[config.mk]
export PLATFORM = sky130hd
export DESIGN_NAME = alu_param_flat
export DESIGN_NICKNAME = d
export VERILOG_FILES = /design/src/rtl/alu_param_if.sv /design/src/rtl/alu_param.sv /design/src/flat_wrapper.sv
export SDC_FILE = /design/constraint.sdc
export NUM_CORES = 1
export LEC_CHECK = 0
export CELL_PAD_IN_SITES_DETAIL_PLACEMENT = 1
export CELL_PAD_IN_SITES_GLOBAL_PLACEMENT = 2
export CORE_MARGIN = 1
export CORE_UTILIZATION = 30
export DETAILED_ROUTE_END_ITERATION = 7
export HOLD_SLACK_MARGIN = 0.12
export PLACE_DENSITY_LB_ADDON = 0.2
export SLEW_MARGIN = 20
export SYNTH_ARGS = -nofsm -noshare
export SYNTH_HDL_FRONTEND = slang
export SYNTH_SLANG_ARGS = --single-unit
[constraint.sdc]
create_clock -name clk -period 2.85 [get_ports clk]
set_input_delay 0.57 -clock clk [delete_from_list [all_inputs] [get_ports clk]]
set_output_delay 0.57 -clock clk [all_outputs]
set_load 0.01 [all_outputs]
[src/rtl/alu_param_if.sv]
`default_nettype none
// +--------------------------------------------------------------------+
// | alu_param_if : start/operand/result bus of the sequential ALU      |
// | Rev 1.0                                                            |
// +--------------------------------------------------------------------+
interface alu_param_if #(
    parameter int WIDTH = 8
);
    logic             BEGIN;
    logic [1:0]       op_code;
    logic [WIDTH-1:0] inbus;
    logic [WIDTH-1:0] outbus;
    logic             END;
    logic             FLAG;

    modport master (
        output BEGIN, op_code, inbus,
        input  outbus, END, FLAG
    );

    modport slave (
        input  BEGIN, op_code, inbus,
        output outbus, END, FLAG
    );
endinterface
`default_nettype wire

[src/rtl/alu_param.sv]
`default_nettype none
// +--------------------------------------------------------------------+
// | alu_param : multi-cycle ALU (add/sub, Booth mul, restoring div)    |
// | Rev 1.0                                                            |
// +--------------------------------------------------------------------+
module alu_param #(
    parameter int WIDTH = 8
) (
    input  wire logic  clk,
    input  wire logic  reset,
    alu_param_if.slave bus
);
    localparam int         c_cw     = $clog2(WIDTH + 1);
    localparam int         c_aw     = 2 * WIDTH + 2;
    localparam logic [1:0] c_op_add = 2'b00;
    localparam logic [1:0] c_op_sub = 2'b01;
    localparam logic [1:0] c_op_mul = 2'b10;
    localparam logic [1:0] c_op_div = 2'b11;

    typedef enum logic [2:0] {
        IDLE   = 3'd0,
        LOAD_A = 3'd1,
        LOAD_B = 3'd2,
        EXEC   = 3'd3,
        OUT_HI = 3'd4,
        OUT_LO = 3'd5
    } state_t;

    state_t           r_state;
    state_t           w_next;
    logic [1:0]       r_op;
    logic [WIDTH-1:0] r_a;
    logic [WIDTH-1:0] r_b;
    logic [c_aw-1:0]  r_acc;
    logic [c_cw-1:0]  r_cnt;

    logic             w_last;
    logic             w_bzero;
    logic [WIDTH-1:0] w_sum;
    logic [WIDTH-1:0] w_dif;
    logic             w_add_ovf;
    logic             w_sub_ovf;
    logic [WIDTH:0]   w_aext;
    logic [WIDTH:0]   w_bh;
    logic [WIDTH:0]   w_bh_new;
    logic [c_aw-1:0]  w_booth;
    logic [WIDTH:0]   w_rsh;
    logic             w_ge;
    logic [WIDTH:0]   w_rnew;
    logic [c_aw-1:0]  w_div;
    logic [WIDTH-1:0] w_out;
    logic             w_end;
    logic             w_flag;

    assign w_last  = (r_cnt == c_cw'(WIDTH - 1));
    assign w_bzero = (r_b == '0);

    assign w_sum     = r_a + r_b;
    assign w_dif     = r_a - r_b;
    assign w_add_ovf = (r_a[WIDTH-1] == r_b[WIDTH-1]) && (w_sum[WIDTH-1] != r_a[WIDTH-1]);
    assign w_sub_ovf = (r_a[WIDTH-1] != r_b[WIDTH-1]) && (w_dif[WIDTH-1] != r_a[WIDTH-1]);

    // Booth: acc = {hi (WIDTH+1, one guard bit), multiplier, q-1}; the guard bit
    // keeps hi +/- A from overflowing when A is the most negative value.
    assign w_aext = {r_a[WIDTH-1], r_a};
    assign w_bh   = r_acc[c_aw-1:WIDTH+1];

    always_comb begin
        w_bh_new = w_bh;
        case (r_acc[1:0])
            2'b01:   w_bh_new = w_bh + w_aext;
            2'b10:   w_bh_new = w_bh - w_aext;
            default: w_bh_new = w_bh;
        endcase
    end

    assign w_booth = {w_bh_new[WIDTH], w_bh_new, r_acc[WIDTH:1]};

    // Restoring division: acc = {0, remainder (WIDTH+1), dividend/quotient}.
    assign w_rsh  = {r_acc[2*WIDTH-1:WIDTH], r_acc[WIDTH-1]};
    assign w_ge   = (w_rsh >= {1'b0, r_b});
    assign w_rnew = w_ge ? (w_rsh - {1'b0, r_b}) : w_rsh;
    assign w_div  = {1'b0, w_rnew, r_acc[WIDTH-2:0], w_ge};

    always_ff @(posedge clk or negedge reset) begin
        if (!reset) begin
            r_state <= IDLE;
            r_op    <= c_op_add;
            r_a     <= '0;
            r_b     <= '0;
            r_acc   <= '0;
            r_cnt   <= '0;
        end else begin
            r_state <= w_next;
            case (r_state)
                IDLE: begin
                    if (bus.BEGIN) begin
                        r_op <= bus.op_code;
                    end
                end
                LOAD_A: r_a <= bus.inbus;
                LOAD_B: begin
                    r_b   <= bus.inbus;
                    r_cnt <= '0;
                    if (r_op == c_op_mul) begin
                        r_acc <= {{(WIDTH+1){1'b0}}, bus.inbus, 1'b0};
                    end else begin
                        r_acc <= {{(WIDTH+2){1'b0}}, r_a};
                    end
                end
                EXEC: begin
                    if (r_cnt != c_cw'(WIDTH)) begin
                        r_cnt <= r_cnt + 1'b1;
                    end
                    if (r_op == c_op_mul) begin
                        r_acc <= w_booth;
                    end else if ((r_op == c_op_div) && !w_bzero) begin
                        r_acc <= w_div;
                    end
                end
                default: ;
            endcase
        end
    end

    always_comb begin
        w_next = r_state;
        w_out  = '0;
        w_end  = 1'b0;
        w_flag = 1'b0;
        case (r_state)
            IDLE:   if (bus.BEGIN) w_next = LOAD_A;
            LOAD_A: w_next = LOAD_B;
            LOAD_B: w_next = EXEC;
            EXEC: begin
                if (!r_op[1]) begin
                    w_next = OUT_LO;
                end else if (w_last || ((r_op == c_op_div) && w_bzero)) begin
                    w_next = OUT_HI;
                end
            end
            OUT_HI: begin
                w_next = OUT_LO;
                if (r_op == c_op_mul) begin
                    w_out = r_acc[2*WIDTH:WIDTH+1];
                end else if (w_bzero) begin
                    w_out = r_a;
                end else begin
                    w_out = r_acc[2*WIDTH-1:WIDTH];
                end
            end
            OUT_LO: begin
                w_next = IDLE;
                w_end  = 1'b1;
                case (r_op)
                    c_op_add: begin
                        w_out  = w_sum;
                        w_flag = w_add_ovf;
                    end
                    c_op_sub: begin
                        w_out  = w_dif;
                        w_flag = w_sub_ovf;
                    end
                    c_op_mul: w_out = r_acc[WIDTH:1];
                    default: begin
                        w_out  = w_bzero ? {WIDTH{1'b1}} : r_acc[WIDTH-1:0];
                        w_flag = w_bzero;
                    end
                endcase
            end
            default: w_next = IDLE;
        endcase
    end

    assign bus.outbus = w_out;
    assign bus.END    = w_end;
    assign bus.FLAG   = w_flag;
endmodule
`default_nettype wire

[src/flat_wrapper.sv]
// flat-port wrapper written by rule: the top's interface ports become plain ports
module alu_param_flat 
#(
    parameter int WIDTH = 8
)
  (clk, reset, bus_BEGIN, bus_op_code, bus_inbus, bus_outbus, bus_END, bus_FLAG);
  alu_param_if #(.WIDTH(WIDTH)) bus_i ();
  input  wire logic clk;
  input  wire logic reset;
  input wire logic [$bits(bus_i.BEGIN)-1:0] bus_BEGIN;
  input wire logic [$bits(bus_i.op_code)-1:0] bus_op_code;
  input wire logic [$bits(bus_i.inbus)-1:0] bus_inbus;
  output wire logic [$bits(bus_i.outbus)-1:0] bus_outbus;
  output wire logic [$bits(bus_i.END)-1:0] bus_END;
  output wire logic [$bits(bus_i.FLAG)-1:0] bus_FLAG;
  assign bus_i.BEGIN = bus_BEGIN;
  assign bus_i.op_code = bus_op_code;
  assign bus_i.inbus = bus_inbus;
  assign bus_outbus = bus_i.outbus;
  assign bus_END = bus_i.END;
  assign bus_FLAG = bus_i.FLAG;
  alu_param #(.WIDTH(WIDTH)) u_core (.clk(clk), .reset(reset), .bus(bus_i));
endmodule
==> results.toml <==
[place]
place_hpwl_mm = 12.80
routabilityCongestion = 0.8799
place_area_um2 = 5157
port_buffers = 22

[synth]
ys.flop_type = "dfrtp_1"
synth_area_per_cell_um2 = 8.139
syn_area_um2 = 4208
synthesis.instances = 517
synth-seq-cells = 43
synthArstFlopShare = 1.000
synth_edf_count = 0
ys_seq_area_frac = 0.2557
syn-num-nets = 568
yosysUniqueCellTypes = 62
yosysWarnings = 0

[sta]
fin_crit_sh = 1.037
min_period_ps = 2956
worst_slew_pin_slew_ps = 671.0
worst_slack_ps = -106.2
relSlewSlack = 0.5464
drv_slew = 0
setup_viol = 6
max_freq_ghz = 0.3383
finalHoldViolations = 0
rsz0062_at_grt = "true"
fin_worst_skew_ps = 5.845

[routing]
firstDrtPassIters = 4
vias = 4363
first_iter_violations = 235
ant_nets = 0
vias_per_cell = 5.481
wl_mm = 16.51
wl_per_cell_um = 20.74
drc = 0

[clocking]
cts.sinks = 43
cts_buffers = 5
clock_tree.root_cell = "clkbuf_16"
clock_path_buffers = 2
cts_max_level = 2
insertion_delay_ps = 290
holdBufCountCts = 0
tritoncts = "done"
clk_pin_slew_ps = 60

[final_layout]
nFillCells = 1634
n_antenna_cell = 0
area_growth_pct = 38.24
fin_area_um2 = 5817
drive_gt1_frac = 0.3242
multi_input_area_um2 = 3288
final_nets = 670
area.sequential_um2 = 1079
layout_common_cells = "buf_4 (84), nand2_1 (66), dfrtp_1 (41)"
mostFrequentLayoutCell = "buf_4"

[die]
row_count = 42
core_um2 = 13450
start_util = 0.3128
io_pins = 23
dieArea_um2 = 14500
die_h_um = 120.4
die_w_um = 120.4

[setup_path]
r2r_setup_slack_ps = -60
worstPathMaxFanout = 2
critical_path_required_ps = 2280
crit_path_start_kind = "flip-flop"
arrival_ps = 2390
path_class = "flip-flop to output pin"
endpoint_kind = "output pin"

[global_route]
grt_pass1_vias = 4656
grt_use_total = 0.2327
grt_pass1_wl_mm = 25.97
gr-total-overflow = 0
antenna_found_initial = 0
grt_start_max_net_pins = 26

[run_status]
status = "finished with violations"
violations = "negative setup slack"

[hold_path]
hp-class = "input pin to asynchronous set/reset pin"

[job]
maxCapViolations = 0
path summary, 6_finish.rpt:
check                                    to  cells after the start        startpoint
min in group clk           u_core.r_acc[17]                      2  u_core.r_acc[17]
max                           bus_outbus[6]                     10     u_core.r_a[0]
min reg2reg                u_core.r_acc[17]                      2  u_core.r_acc[17]
max in group asynchronous  u_core.r_acc[14]                      2             reset
min                           u_core.r_b[2]                      1             reset
max reg2reg                u_core.r_acc[16]                     14     u_core.r_a[0]
flip-flops by register name (all words and copies together) (netlist names):
name and count:
u_core.r_acc 18, u_core.r_op 2, u_core.r_cnt 4, u_core.r_a 8, u_core.r_state 3, u_core.r_b 8
cell families after synthesis:
family	synth area share
simple gates	0.1867
compound gates	0.2522
buf+inv	0.05561
flops	0.2557
fa+ha+maj	0.1201
xor+xnor	0.05204
mux	0.07761
layout make-up:
class,count,area share
clock buffer,7,0.02624
clock inverter,1,0.001291
inverter,32,0.02065
multi-input combinational,419,0.5653
sequential,43,0.1854
tap,176,0.03786
timing repair buffer,118,0.1633
repair_timing:
action                                 CTS  global route
gates cloned                             0             1
setup endpoints to repair               12            14
gates resized for setup                 90            49
endpoints found under the hold margin    0             0
pin swaps                               21            32
setup buffers                            6             7
synthesized netlist by cell type (all sizes together), types with 5 or more instances:
| cell | instances | area, µm² |
|---|---|---|
| nand2 | 69 | 259.0 |
| nor2 | 44 | 170.2 |
| a21oi | 43 | 219.0 |
| dfrtp | 43 | 1076 |
| o21ai | 41 | 205.2 |
| ha | 34 | 425.4 |
| inv | 32 | 120.1 |
| xnor2 | 17 | 148.9 |
| nand3 | 13 | 65.06 |
| o211ai | 12 | 90.09 |
| buf | 11 | 63.81 |
| clkbuf | 11 | 41.29 |
| mux2i | 9 | 90.09 |
| nor3 | 9 | 45.04 |
| o221ai | 9 | 78.83 |
| xor2 | 8 | 70.07 |
| mux2 | 7 | 78.83 |
| mux4 | 7 | 157.7 |
| nor2b | 7 | 43.79 |
| a21o | 6 | 45.04 |
| a31oi | 6 | 37.54 |
| nand2b | 6 | 37.54 |
| or3 | 6 | 37.54 |
| a211oi | 5 | 37.54 |
per-stage QoR:
step	instances	hold WS, ps	setup slack (ps)	setup TNS [ps]	util
CTS	788	277.4	-93.98	-271.9	0.4144
global route	796	301.1	-233.0	-1030	0.4324
detailed placement	774	490.9	-328.3	-1846	0.3834
finish	796	261.7	-106.2	-410.2	0.4324
global placement	774	486.9	-240.2	-1178	0.3834
floorplan	517	274.4	161.6	0	-
critical path: stages (launching register included):
cell and delay (ps):
dfrtp_1 410, inv_2 100, ha_4 130, inv_2 40, fa_2 370, a21o_1 210
a21oi_2 200, o21ai_2 70, xnor2_1 130, o311ai_1 260, buf_2 170
per-layer routing:
layer  share of wire  vias to the layer above  global-route usage
li1                -                     2086                   -
met1            0.44                     2169              0.3088
met2            0.50                       87              0.4066
met3           0.043                       21             0.02311
met4           0.015                        0             0.05170
met5               0                        -                   0
Power is not shown: default switching activity piles up to over one toggle a cycle in this logic, so the estimate is an artifact.
